===== src/rtl/count_bcd_pkg.sv =====
// Shared types and constants for the BCD countdown formatter.
// COUNT_BCD_BLANK_EN selects leading-zero blanking of the tens character.
package count_bcd_pkg;

  typedef enum logic [1:0] {
    IDLE,
    SHIFT_A,
    SHIFT_B,
    DONE
  } state_t;

  localparam logic [7:0] ASCII_ZERO  = 8'h30;
  localparam logic [7:0] ASCII_SPACE = 8'h20;
  localparam int         DIGIT_LIMIT = 99;
  localparam int         STEP_COUNT  = 8;

`ifdef COUNT_BCD_BLANK_EN
  localparam logic [15:0] RESET_CHARS = {ASCII_SPACE, ASCII_ZERO};
`else
  localparam logic [15:0] RESET_CHARS = {ASCII_ZERO, ASCII_ZERO};
`endif

  // Turns the tens/ones BCD digits into the LCD character pair; overflow pins "99".
  function automatic logic [15:0] format_pair(input logic [7:0] bcd_low, input logic ovf);
    logic [7:0] tens;
    logic [7:0] ones;
    tens = {4'b0011, bcd_low[7:4]};
    ones = {4'b0011, bcd_low[3:0]};
`ifdef COUNT_BCD_BLANK_EN
    if (bcd_low[7:4] == 4'd0) begin
      tens = ASCII_SPACE;
    end
`endif
    if (ovf) begin
      tens = ASCII_ZERO | 8'd9;
      ones = ASCII_ZERO | 8'd9;
    end
    return {tens, ones};
  endfunction

endpackage


===== src/rtl/bcd_dabble_step.sv =====
// One double-dabble iteration: add 3 to every BCD nibble >= 5, then shift in one binary bit.
module bcd_dabble_step (
  input  logic [11:0] bcd_in,
  input  logic        bit_in,
  output logic [11:0] bcd_out
);

  logic [11:0] adjusted;

  always_comb begin
    adjusted = bcd_in;
    for (int i = 0; i < 3; i++) begin
      if (bcd_in[4*i +: 4] >= 4'd5) begin
        adjusted[4*i +: 4] = bcd_in[4*i +: 4] + 4'd3;
      end
    end
    bcd_out = {adjusted[10:0], bit_in};
  end

endmodule


===== src/rtl/count_bcd_fmt.sv =====
// Converts two binary countdown values to ASCII digit pairs, one shared dabble step, 17 cycles.
// Build with COUNT_BCD_BLANK_EN to show a blank instead of a leading zero.
module count_bcd_fmt
  import count_bcd_pkg::*;
(
  input  logic        clk,
  input  logic        rs,
  input  logic        start,
  input  logic [7:0]  cnt1,
  input  logic [7:0]  cnt2,
  output logic        busy,
  output logic        done,
  output logic [15:0] chars1,
  output logic [15:0] chars2,
  output logic        ovf1,
  output logic        ovf2
);

  state_t      state;
  logic [7:0]  cap1;
  logic [7:0]  cap2;
  logic [11:0] acc;
  logic [2:0]  step_cnt;
  logic        dabble_bit;
  logic [11:0] dabble_out;
  logic        last_step;
  logic        capture;
  logic        ovf_a;
  logic        ovf_b;

  // Bits are consumed MSB first, so the step count indexes downward from bit 7.
  assign dabble_bit = (state == SHIFT_B) ? cap2[~step_cnt] : cap1[~step_cnt];
  assign last_step  = (step_cnt == 3'(STEP_COUNT - 1));
  assign capture    = start && ((state == IDLE) || (state == DONE));
  assign ovf_a      = (cap1 > 8'(DIGIT_LIMIT));
  assign ovf_b      = (cap2 > 8'(DIGIT_LIMIT));

  bcd_dabble_step u_step (
    .bcd_in  (acc),
    .bit_in  (dabble_bit),
    .bcd_out (dabble_out)
  );

  // Start is honoured in DONE as well so a held request repeats every 17 cycles.
  always_ff @(posedge clk or negedge rs) begin
    if (!rs) begin
      state    <= IDLE;
      cap1     <= '0;
      cap2     <= '0;
      acc      <= '0;
      step_cnt <= '0;
      busy     <= 1'b0;
      done     <= 1'b0;
      chars1   <= RESET_CHARS;
      chars2   <= RESET_CHARS;
      ovf1     <= 1'b0;
      ovf2     <= 1'b0;
    end else begin
      done <= 1'b0;
      case (state)
        IDLE, DONE: begin
          if (capture) begin
            cap1     <= cnt1;
            cap2     <= cnt2;
            acc      <= '0;
            step_cnt <= '0;
            busy     <= 1'b1;
            state    <= SHIFT_A;
          end else begin
            busy  <= 1'b0;
            state <= IDLE;
          end
        end
        SHIFT_A: begin
          acc      <= dabble_out;
          step_cnt <= step_cnt + 3'd1;
          if (last_step) begin
            chars1   <= format_pair(dabble_out[7:0], ovf_a);
            ovf1     <= ovf_a;
            acc      <= '0;
            step_cnt <= '0;
            state    <= SHIFT_B;
          end
        end
        SHIFT_B: begin
          acc      <= dabble_out;
          step_cnt <= step_cnt + 3'd1;
          if (last_step) begin
            chars2   <= format_pair(dabble_out[7:0], ovf_b);
            ovf2     <= ovf_b;
            acc      <= '0;
            step_cnt <= '0;
            done     <= 1'b1;
            state    <= DONE;
          end
        end
        default: state <= IDLE;
      endcase
    end
  end

endmodule


===== config.mk =====
export PLATFORM = sky130hd
export DESIGN_NAME = count_bcd_fmt
export DESIGN_NICKNAME = d
export VERILOG_FILES = /design/src/rtl/count_bcd_pkg.sv /design/src/rtl/bcd_dabble_step.sv /design/src/rtl/count_bcd_fmt.sv
export SDC_FILE = /design/constraint.sdc
export NUM_CORES = 1
export LEC_CHECK = 0
export BUFFER_PORTS_ARGS = -buffer_cell sky130_fd_sc_hd__buf_2
export CORE_MARGIN = 5
export CORE_UTILIZATION = 53
export CTS_CLUSTER_SIZE = 28
export DETAILED_ROUTE_END_ITERATION = 8
export PLACE_DENSITY = 0.79
export SYNTH_ARGS = -nofsm -noshare
export SYNTH_HDL_FRONTEND = slang
export SYNTH_SLANG_ARGS = --single-unit

===== constraint.sdc =====
create_clock -name clk -period 1.9 [get_ports clk]
set_input_delay 0 -clock clk [delete_from_list [all_inputs] [get_ports clk]]
set_output_delay 0 -clock clk [all_outputs]
set_load 0.03 [all_outputs]

==> results of run 1 <==
==> registers in the layout, indices dropped and copies added (netlist names) <==
name	count
chars1	8
cap2	8
chars2	8
acc	8
step_cnt	3
ovf1	1
state	2
busy	1
done	1
cap1	8
ovf2	1
==> cells in the final DEF (no fill, tap or decap), types with 4 or more instances in the layout <==
master / instances
a22o_1: 8
dfrtp_1: 49
clkbuf_8: 5
dlygate4sd3_1: 17
buf_4: 6
ha_1: 8
o2bb2ai_1: 4
mux2_2: 20
nand2_1: 16
conb_1: 16
buf_2: 38
inv_1: 11
o21ai_0: 5
nor2_1: 17
a21oi_1: 11
==> power by group through the flow <==
stage / sequential [W] / clock [W] / combinational, W
2_1_floorplan: 0.00203 / 0 / 0.00143
3_3_place_gp: 0.00181 / 0 / 0.00213
3_5_place_dp: 0.00183 / 0 / 0.00220
4_1_cts: 0.00181 / 0.000583 / 0.00224
5_1_grt: 0.00187 / 0.000622 / 0.00246
6_report: 0.00181 / 0.000567 / 0.00222
==> cell families after synthesis <==
logic type | Yosys count | share of synthesized area (%)
compound gates | 42 | 12.49
buf+inv | 32 | 8.028
mux | 24 | 12.49
fa+ha+maj | 8 | 4.253
flops | 49 | 52.10
xor+xnor | 2 | 0.7444
other cells | 2 | 0.3191
simple gates | 46 | 9.570
==> synthesized netlist by cell type, types with 2 or more instances <==
cell	number	share of area, %
nand2_1	16	2.6
o311a_1	2	0.85
xnor2_1	2	0.74
buf_4	16	5.1
inv_1	11	1.8
nor2_1	17	2.7
nor3b_1	2	0.64
dfrtp_1	49	52
clkbuf_1	3	0.48
o21ai_0	5	1.1
nor3_4	2	1.4
conb_1	2	0.32
o22ai_1	3	0.80
o221ai_1	3	1.1
o2bb2ai_1	4	1.5
nand2b_1	3	0.80
a22o_1	8	3.0
a31oi_1	2	0.53
mux2_2	20	9.6
mux2i_1	2	0.85
a21oi_1	11	2.3
ha_1	8	4.3
==> how the worst min path moves through the flow <==
stage | slack (ns) | from | endpoint
floorplan | -0.30 | rs | acc[0]
global placement | 0.03 | rs | acc[5]
detailed placement | 0.04 | rs | busy
CTS | 0.04 | start | acc[4]
global route | 0.07 | start | step_cnt[2]
finish | 0.05 | start | acc[4]
==> stage by stage <==
stage	utilization, %	power (W)	hold slack (ns)	instance area, um2
final	64.81	0.004598	0.04956	2803
after global routing	64.81	0.004958	0.06699	2803
after CTS	64.81	0.004636	0.04434	2803
after detailed placement	59.17	0.004023	0.03678	2559
after global placement	59.17	0.003933	0.02809	2559
after floorplan	-	0.003460	-0.2956	2406
==> timing repair <==
action / in CTS / in global routing
endpoints found under the setup margin: 0 / 0
hold buffers: 17 / 0
hold endpoints to repair: 40 / 0
==> metal layers <==
metal  part of all wire (%)  track usage (%)
met5                      0                0
met4                    1.2            4.720
met3                    6.4            4.728
met2                     50            29.71
met1                     42            22.56
==> layout make-up <==
type	count	area (um2)	share of cell area [%]
clock buffer	5	68.82	2.455
timing repair buffer	61	405.4	14.46
sequential	49	1226	43.75
multi-input combinational	138	991.0	35.36
inverter	11	41.29	1.473
tap	52	65.06	2.321
clock inverter	1	5.005	0.1786
==> results.txt, run 1 <==
- After clock tree synthesis, the clock-pin slew on the worst setup and hold paths is 0.09 ns.
- The number of hold-slack violations in the final timing report was 0.
- Worst reg2reg startpoint: step_cnt[1]
- After synthesis, the share of flip-flops with an asynchronous set or reset is 100.0%.
- For the final database, setup skew stands at approximately 0.0065 ns.
- 0 antenna diodes ended up in the layout.
- Share of final-layout standard cells stronger than drive strength 1: approximately 28%
- Switching share of total power: about two fifths
- The critical path ends at chars2[3].
- Start-to-end type of the worst setup path: flip-flop to flip-flop
- The initial utilization of the core area, before any placement, comes to a little over half.
- Critical path buffers and inverters: 0
- Global routing consumed, over all layers together, 17.70% of the routing resources.
- At the end of routability-driven placement, the weighted congestion stood at 0.8703.
- Final critical path time including I/O delays and setup: 1.722 ns
* Number of global-route vias before repair: approximately 1.7k
* Area growth from synthesis to layout: 19.09%
* Number of fill cells in the layout: 358
* Setup WS pre-CTS: 0.1966 ns
- Overall die area: slightly below 6000 um2
* Post-DP HPWL: 3513 um
- Capturing point of the worst reg2reg path: chars2[3]
* Total Negative Setup Slacks: 0 ns
- Power density over the cells: 1640 nW/um2
- Register-to-register path setup slack: 0.18 ns
* Series of cell instances along the critical path: ha_1 > ha_1 > nand2_1 > nor3_4 > a31oi_1
- The critical path starts at step_cnt[1].
- DR pass1 iterations: 4
* Post-CTS sizing: 0
- The tool flagged a number of max-cap violations equal to 0.
- In this run the clock root is driven by a clkbuf_8.
- The synthesized design contains 0 enable-type register cells.
* Master of the slowest instance on the critical path: dfrtp_1
- The path class of the tightest hold or removal check is primary input to flip-flop.
- Combinational cells account for between 40% and 50% of the total power.
* Boundary pin count: 55
- The cell count after synthesis came out at 205.
- The analysis attributes to cell leakage a power of 1.361 nW.
- Setup repair after global routing left no endpoint under its margin.
* Final non-filler cell total: 317
- The initial antenna violation count is 0.
- The flow ran to the end, and the final reports show no timing, DRC or antenna violations.
- In the final routed layout, each cell accounts on average for 15.18 um.
- Transition time of the tightest slew-check pin: 0.5903 ns
* Layout net count: 293
- For this run the aggregate overflow at the end of global routing stands at 0.
- Final Max Slew Viols: 0
* Internal power: between 0.002 and 0.003 W
- Summing over every cut layer, the via total after detailed routing is 1,715.
* Clock tree from TritonCTS: done
- Bufs on Longest Clock Path: 2
* Register-to-Register Path Depth: 5
* Max stage delay on crit path: between 0.4 and 0.5 ns
* Die boundary width: ~77 um
- The share of the Yosys chip area taken by registers is a little over half.
- WP data required: 2.07 ns
* Core Area: between 4000 and 5000 um2
- Max H-tree Level: 2
* Final setup violation count: 0
- Setup slack on the critical path of the routed design comes to between 0.15 and 0.2 ns.
- TritonCTS Sinks: 49
- The count of nets left with antenna violations once routing finished came out at 0.
- Worst EP arrival: approximately 1.9 ns
- Measured against its own limit, the worst slew margin works out to 60.64%.
* Flop pwr share: between 30% and 40%
* Total setup buffers inserted after CTS: 0
* Clk_lat worst skew: 0.30 ns
- Crit Path Max Fanout: 9
- Most used flip-flop cell after synthesis: dfrtp_1
- Static timing analysis puts the maximum clock frequency at 580.7 MHz.
- After detailed routing, the total wire length is between 4000 and 5000 um.
- Family with the most delay on the worst path: simple AND/OR/NAND/NOR gates
- Total clock buffers created by CTS: 5
- The floorplan has 24 rows.
* Vias per cell: 5.410
* CP Launch Type: flip-flop
- After detailed routing, the number of remaining DRC violations is 0.
- Pin count of the biggest net entering global routing: 27
- Clock power share: 12.3%
- Peak VDD IR: 1014 uV
- After synthesis the netlist holds a flip-flop and latch count of 49.
- Die Height: 76.64 um
- STA classifies the critical path endpoint as a flip-flop.
- The cell that appears most often on the critical path is ha_1.
- The critical path crosses 5 cells after its start point.
* Instance count after placement with tap cells included: just under 300
- After synthesis the cells add up to roughly 2400 um2.
- Number of different library cells in the post-synthesis netlist: 36
* First-pass GRT wire length: 8342 um
- The Yosys step of the flow raised 0 warnings.
- Fraction of the cycle the final worst path needs: about nine tenths
* Number of DRC violations after detailed-routing iteration 0: 96
* Sw Pwr: 0.001903 W
* PortBufs: 38
- Counting instances, the worst hold path has a depth of 2.
- Dividing the synthesized area by the synthesized cell count gives roughly 11 um2.
No activity file was read; power rests on OpenSTA's default activity.
==> inputs of run 2 (changes only) <==
RECOVER_POWER = 100   (was default)
==> run 2 against run 1 <==
Compared with the run above: worst setup slack got worse by 0.0023 ns; cell area down 1.0%; core utilization down 0.67 points; largest cell class unchanged; maximum frequency is 0.13% lower; sequential share of layout area increased by 0.45 points; hold slack gained 0.0029 ns; sequential cell count stayed put; critical path type unchanged; non-clock buffer count unchanged; die area is the same; sequential power barely moved.
==> results.txt, run 2 (synthesis results as in run 1) <==
* Final core utilization: 64.15% (was 64.81%)
- Layout net count: 293 (unchanged)
- Worst hold start: start (unchanged)
- The most common cell after layout, fill and taps aside is dfrtp_1 (unchanged).
- Clock power share: 12.4% (was 12.3%)
- DR pass1 iterations: 4 (unchanged)
- The width of the chip was 76.64 um (unchanged).
- Worst min-delay path category: primary input to flip-flop (unchanged)
- The startpoint of the lowest-slack register-to-register path was step_cnt[1] (unchanged).
- Critical Path Source: step_cnt[1] (unchanged)
* Hold-fix buffers, CTS: 17 (unchanged)
- The actual slew at the worst max-slew pin came to 1.405 ns (was 0.5903 ns).
- The clock insertion delay at the later pin of the skew report is 0.30 ns (about the same).
- The H-tree level count came to 2 (unchanged).
- The leakage component of the power is 1.285 nW (was 1.361 nW).
- The combinational group share of total power is 47.8% (was 48.3%).
- Flop pwr share: 39.7% (was 39.3%)
* Overall die area: 5873 um2 (unchanged)
- Terminating pin of the worst hold path: acc[4] (unchanged)
* Start-to-end type of the worst setup path: flip-flop to flip-flop (unchanged)
- Crit Path Max Fanout: 9 (unchanged)
- Area taken by flip-flops and latches: 1226 um2 (unchanged)
- Minimum hold slack: 0.05247 ns (was 0.04956 ns)
* Final Max Slew Viols: 0 (unchanged)
* Worst hold path cell count: 2 (unchanged)
- Total clock buffers created by CTS: 5 (unchanged)
- Max-Cap Viols: 0 (unchanged)
* WP data required: 2.07 ns (about the same)
- Area growth from synthesis to layout: 17.86% (was 19.09%)
- The ratio of final minimum period to clock period was 90.75% (was 90.64%).
- The core area came to 4324 um2 (unchanged).
* Count of standard-cell rows: 24 (unchanged)
- The worst clock skew on the final layout came to 0.006725 ns (was 0.006504 ns).
- Worst EP arrival: 1.89 ns (about the same)
* Post-DP HPWL: 3513 um (unchanged)
- Vias per cell: 5.454 (was 5.410)
- Power density over the cells: 1646 nW/um2 (was 1640 nW/um2)
- Final setup violation count: 0 (unchanged)
* Clock tree from TritonCTS: done (unchanged)
- The initial DRC count came to 95 (was 96).
- Pin count of the biggest net entering global routing: 27 (unchanged)
* Share of final-layout standard cells stronger than drive strength 1: 20.38% (was 28.30%)
* Clock Pin Slew Worst Setup and Hold Paths: 0.09 ns (about the same)
- The wire length of the first global-routing pass came to 8342 um (unchanged).
* Total global routing overflow: 0 (unchanged)
- Total length of routed wires: 4864 um (was 4812 um)
- The count of buffers from port buffering was 38 (unchanged).
* Bufs on Longest Clock Path: 2 (unchanged)
- The final estimated routing congestion in global placement is 0.8703 (unchanged).
- The die height is 76.64 um (unchanged).
- Number of global-route vias before repair: 1,699 (unchanged)
- The post-cts resize count came to 0 (unchanged).
* Internal power: 0.002651 W (was 0.002695 W)
- The final instance area came to 2774 um2 (was 2803 um2).
* Final non-filler cell total: 317 (unchanged)
* Number of fill cells in the layout: 367 (was 358)
* Register-to-register path setup slack: 0.18 ns (about the same)
- Setup repair after global routing missed its margin: false (unchanged)
* Total Negative Setup Slacks: 0 ns (unchanged)
- Outcome: finished clean (unchanged).
- The post-detailed-route DRC marker count was 0 (unchanged).
* Total setup buffers inserted after CTS: 0 (unchanged)
- The type of origin of the critical path is a flip-flop (unchanged).
* Final critical path time including I/O delays and setup: 1.724 ns (was 1.722 ns)
* Remaining antenna violation count: 0 (unchanged)
* Gr usage total: 17.70% (unchanged)
- Effective utilization at floorplan: 54.43% (unchanged)
- The switching power share of the total was 41.94% (was 41.38%).
- Register-to-Register Path Depth: 5 (unchanged)
- The number of vias after detailed routing is 1,729 (was 1,715).
- The tightest slew margin relative to the limit is 6.324% (was 60.64%).
- The count of boundary I/O pins was 55 (unchanged).
- The antenna diode instance count was 0 (unchanged).
* Setup crit end kind: flip-flop (unchanged)
- The multi-input gate area in the final layout is 991.0 um2 (unchanged).
- Capturing point of the worst reg2reg path: chars2[3] (unchanged)
- The upper clock frequency limit was 579.9 MHz (was 580.7 MHz).
- The initial antenna violation count was 0 (unchanged).
- Most used cells in the layout excluding fill and tap cells: dfrtp_1, clkbuf_1, mux2_2, buf_2 (was dfrtp_1, buf_2, mux2_2, nor2_1, dlygate4sd3_1)
- The number of sinks on the clock net came to 49 (unchanged).
- Post-Place Cell Area: 2559 um2 (unchanged)
* Sw Pwr: 0.001915 W (was 0.001903 W)
* Hold Vio Cnt, Final: 0 (unchanged)
- The worst ir drop on vdd is 1003 uV (was 1014 uV).
- The mean routed wirelength per cell was 15.34 um (was 15.18 um).
* Instance count after placement with tap cells included: 294 (unchanged)
* Root Buffer Master: clkbuf_8 (unchanged)
run 2: changes by cell type in the layout (fill, tap and decap cells not counted):
| cell | before | now |
|---|---|---|
| buf_4 | 6 | 4 |
| clkbuf_4 | 0 | 1 |
| clkbuf_1 | 0 | 21 |
| buf_2 | 38 | 18 |
| o21ai_0 | 5 | 6 |
| o21ai_1 | 1 | 0 |
run 2: area by class of cell:
cell class | count | area share [%]
well taps | 52 | 2.346
inverters | 11 | 1.488
multi-input cells | 138 | 35.72
clock inverters | 1 | 0.1804
clock buffers | 5 | 2.481
flip-flops and latches | 49 | 44.20
repair buffers | 61 | 13.58
run 2: power groups by stage:
stage / Clock [W] / Sequential [W] / Combinational, W
after CTS: 0.000583 / 0.00181 / 0.00224
final: 0.000568 / 0.00181 / 0.00218
after floorplan: 0 / 0.00203 / 0.00143
after global routing: 0.000622 / 0.00188 / 0.00242
after detailed placement: 0 / 0.00183 / 0.00220
after global placement: 0 / 0.00181 / 0.00213
run 2: per-stage QoR:
| stage | total power [W] | setup WS (ns) |
|---|---|---|
| after floorplan | 0.003460 | 0.3235 |
| after detailed placement | 0.004023 | 0.1966 |
| after global routing | 0.004915 | 0.02021 |
| after CTS | 0.004636 | 0.1850 |
| final | 0.004566 | 0.1757 |
| after global placement | 0.003933 | 0.2563 |
run 2: worst max path at each step:
| stage | end | slack (ns) |
|---|---|---|
| 6_report | chars2[3] | 0.18 |
| 5_1_grt | chars1[3] | 0.02 |
| 4_1_cts | chars1[1] | 0.18 |
| 3_5_place_dp | chars1[1] | 0.20 |
| 3_3_place_gp | chars1[2] | 0.26 |
| 2_1_floorplan | cap1[0] | 0.32 |
run 2: critical path: stages, from the launching register on:
cell	delay [ns]
dfrtp_1	0.43
ha_1	0.18
ha_1	0.27
nand2_1	0.15
nor3_4	0.43
a31oi_1	0.13
run 2: per-layer routing:
| metal | routed length [um] | vias to the layer above | track usage (%) |
|---|---|---|---|
| li1 | - | 809 | - |
| met1 | 1988 | 852 | 22.56 |
| met2 | 2455 | 62 | 29.71 |
| met3 | 362 | 6 | 4.728 |
| met4 | 58 | 0 | 4.720 |
| met5 | 0 | - | 0 |
==> inputs of run 3 (changes only) <==
ABC_AREA = 1   (was default)
GPL_TIMING_DRIVEN = 0   (was default)
==> run 3 against run 2 <==
Compared with the run above: core utilization rose by 4.0 points; largest cell class unchanged; worst setup slack got worse by 0.014 ns; sequential share of layout area fell by 2.9 points; combinational power fell by 10%; sequential power fell by 12%; highest routed layer unchanged; non-clock buffer count rose by 15.
==> results.txt, run 3 <==
- Total global routing overflow: 0 (unchanged)
- PortBufs: 38 (unchanged)
- The mean instance size in the synthesized netlist is 8.800 um2 (was 11.48 um2).
* Area growth from synthesis to layout: 24.05% (was 17.86%)
- The via count of the first global-routing pass was 1,914 (was 1,699).
* Most used flip-flop cell after synthesis: dfrtp_1 (unchanged)
* Seq cells post-synth: 49 (unchanged)
* Count of standard-cell rows: 24 (unchanged)
- Final Max Slew Viols: 0 (unchanged)
- The dominant cell type by area after synthesis is dfrtp_1 (unchanged).
* Number of DRC violations after detailed-routing iteration 0: 103 (was 95)
* Peak VDD IR: 772.7 uV (was 1003 uV)
- Register-to-Register Path Depth: 7 (was 5)
- Share of final-layout standard cells stronger than drive strength 1: 16.86% (was 20.38%)
- Remaining antenna violation count: 0 (unchanged)
- The maximum buffer depth of the clock tree came to 2 (unchanged).
- Achievable Freq: 575.3 MHz (was 579.9 MHz)
* Post-synthesis instance total: 272 (was 205)
- Share of Yosys cell area claimed by the top area cell type: 51.23% (was 52.10%)
* Final non-filler cell total: 402 (was 317)
- Most used cells in the layout excluding fill and tap cells: dfrtp_1, nand2_1, inv_1, nor2_1, clkbuf_1 (was dfrtp_1, clkbuf_1, mux2_2, buf_2)
- The die height was 77.20 um (was 76.64 um).
- Area contributors post-synth: dfrtp_1, nand2_1, inv_1 (was dfrtp_1, mux2_2, buf_4)
* Leading cell type in the layout, fill and taps excluded: dfrtp_1 (unchanged)
- The actual slew at the worst max-slew pin was 1.168 ns (was 1.405 ns).
* Detailed-route DRC error count: 0 (unchanged)
- The number of nets at the end of the flow is 376 (was 293).
* Die boundary width: 77.20 um (was 76.64 um)
- The total detailed-routing wirelength is 5221 um (was 4864 um).
- The dominant cell by count in the synthesized netlist is dfrtp_1 (unchanged).
- Post-Place Cell Area: 2701 um2 (was 2559 um2)
* Setup crit end kind: flip-flop (unchanged)
- Max H-tree Level: 2 (unchanged)
- Boundary pin count: 55 (unchanged)
* Pin count of the biggest net entering global routing: 50 (was 27)
* Proportion of register bits with asynchronous set or reset after synthesis: 100.0% (unchanged)
- The number of hold-slack violations in the final timing report is 0 (unchanged).
* Initial antenna violation count: 0 (unchanged)
* Total Negative Setup Slacks: 0 ns (unchanged)
- The detail-routed via count per cell was 4.913 (was 5.454).
- The type of the tightest min-delay check is primary input to async pin (was primary input to flip-flop).
- Clock tree from TritonCTS: done (unchanged)
* Start-to-end type of the worst setup path: flip-flop to flip-flop (unchanged)
- The number of vias after detailed routing came to 1,975 (was 1,729).
- The antenna diode instance count came to 0 (unchanged).
* CP Launch Type: flip-flop (unchanged)
- The post-route minimum period came to 1.738 ns (was 1.724 ns).
- Number of different library cells in the post-synthesis netlist: 28 (was 36)
* Synthesis Warnings: 0 (unchanged)
* Final weighted congestion of routability-driven global placement: 0.8116 (was 0.8703)
- The total iterations of the first detailed-routing run came to 4 (unchanged).
- The data arrival time at the worst-slack endpoint came to 1.94 ns (was 1.89 ns).
- Overall die area: 5960 um2 (was 5873 um2)
- The worst clock skew on the final layout came to 0.009013 ns (was 0.006725 ns).
- The ratio of final minimum period to clock period is 91.49% (was 90.75%).
* Final setup violation count: 0 (unchanged)
* Share of the yosys chip area belonging to registers: 51.23% (was 52.10%)
* Post-layout instance area: 2969 um2 (was 2774 um2)
- Gr usage total: 17.87% (was 17.70%)
* Post-DP HPWL: 3714 um (was 3513 um)
- Setup repair after global routing missed its margin: false (unchanged)
- The count of maximum capacitance violations is 0 (unchanged).
- Slew headroom: 22.13% (was 6.324%)
- The number of sinks on the clock net came to 49 (unchanged).
- The core area was 4354 um2 (was 4324 um2).
* First-pass GRT wire length: 8645 um (was 8342 um)
* Post-synthesis instance area: 2394 um2 (was 2354 um2)
- The clock tree root buffer cell is clkbuf_8 (unchanged).
- Top cells by count, synth: dfrtp_1, nand2_1, inv_1 (was dfrtp_1, mux2_2, nor2_1).
- The number of flops mapped to enable cells by yosys was 0 (unchanged).
- The initial cell density of the core was 54.97% (was 54.43%).
- Leakage power total: 1.472 nW (was 1.285 nW)
- Clock Pin Slew Worst Setup and Hold Paths: 0.09 ns (about the same)
* Power density over the cells: 1459 nW/um2 (was 1646 nW/um2)
* Wire length per cell: 12.99 um (was 15.34 um)
* Total clock buffers created by CTS: 5 (unchanged)
* Crit Path Max Fanout: 7 (was 9)
* Outcome: finished clean (unchanged)
- The number of setup buffers added after CTS came to 0 (unchanged).
- The placed cell count is 376 (was 294).
- Clk_lat worst skew: 0.30 ns (about the same)
* WP data required: 2.10 ns (was 2.07 ns)
run 3: worst paths after layout:
kind,startpoint,end,slack [ns]
max in group asynchronous,rs,step_cnt[0],0.65
min in group clk,cnt2[3],cap2[3],0.47
hold / removal,rs,chars1[1],0.46
setup reg to reg,step_cnt[0],chars2[0],0.16
setup / recovery,step_cnt[0],chars2[0],0.16
hold reg to reg,busy,busy,0.48
run 3: metrics by stage:
stage / utilization (%) / worst slack (ns) / total power, W / hold WS (ns)
after floorplan: - / 0.4079 / 0.003072 / -0.2956
after global placement: 62.04 / 0.1593 / 0.003473 / 0.2309
after detailed placement: 62.04 / 0.09058 / 0.003567 / 0.2363
after CTS: 68.85 / 0.07582 / 0.004362 / 0.4541
after global routing: 68.19 / 0.06322 / 0.004670 / 0.4825
final: 68.19 / 0.1617 / 0.004333 / 0.4565
run 3: timing repair:
action                     in CTS  in global routing
hold buffers                   18                  0
gates resized for setup         0                  1
hold endpoints to repair       66                  0
setup endpoints to repair       0                  1
run 3: critical path, stage by stage (launching register included):
cell and delay (ns):
dfrtp_2 0.46, ha_1 0.21, ha_1 0.23, nand2_1 0.21, inv_2 0.13, or2_2 0.29, nand2_1 0.07, inv_1 0.03
run 3: per-layer routing:
| layer | GRT usage, % | wire length (um) |
|---|---|---|
| met2 | 31.57 | 2696 |
| met3 | 4.684 | 308 |
| met1 | 21.24 | 2163 |
| met4 | 4.983 | 53 |
| met5 | 0 | 0 |
run 3: power by group:
group | switching (W) | internal [W]
logic | 0.00130 | 0.000664
registers | 0.000197 | 0.00140
clock network | 0.000342 | 0.000429
total | 0.00184 | 0.00250
run 3: cell families after synthesis:
logic type	after synthesis	synth area share (%)
AND/OR/NAND/NOR	97	18.14
buffers and inverters	62	12.70
AO/OA/AOI/OAI	49	10.98
flip-flops	49	51.23
adder cells (fa/ha/maj)	8	4.182
multiplexers	3	1.411
other	2	0.3138
XOR/XNOR	2	1.046
run 3: layout make-up:
| type | instances | area (um2) |
|---|---|---|
| clock inverters | 1 | 30.03 |
| flip-flops and latches | 49 | 1227 |
| inverters | 42 | 158.9 |
| repair buffers | 56 | 345.3 |
| multi-input cells | 175 | 910.9 |
| plain buffers | 20 | 145.1 |
| clock buffers | 7 | 86.33 |
| fillers | 366 | 1385 |
| well taps | 52 | 65.06 |
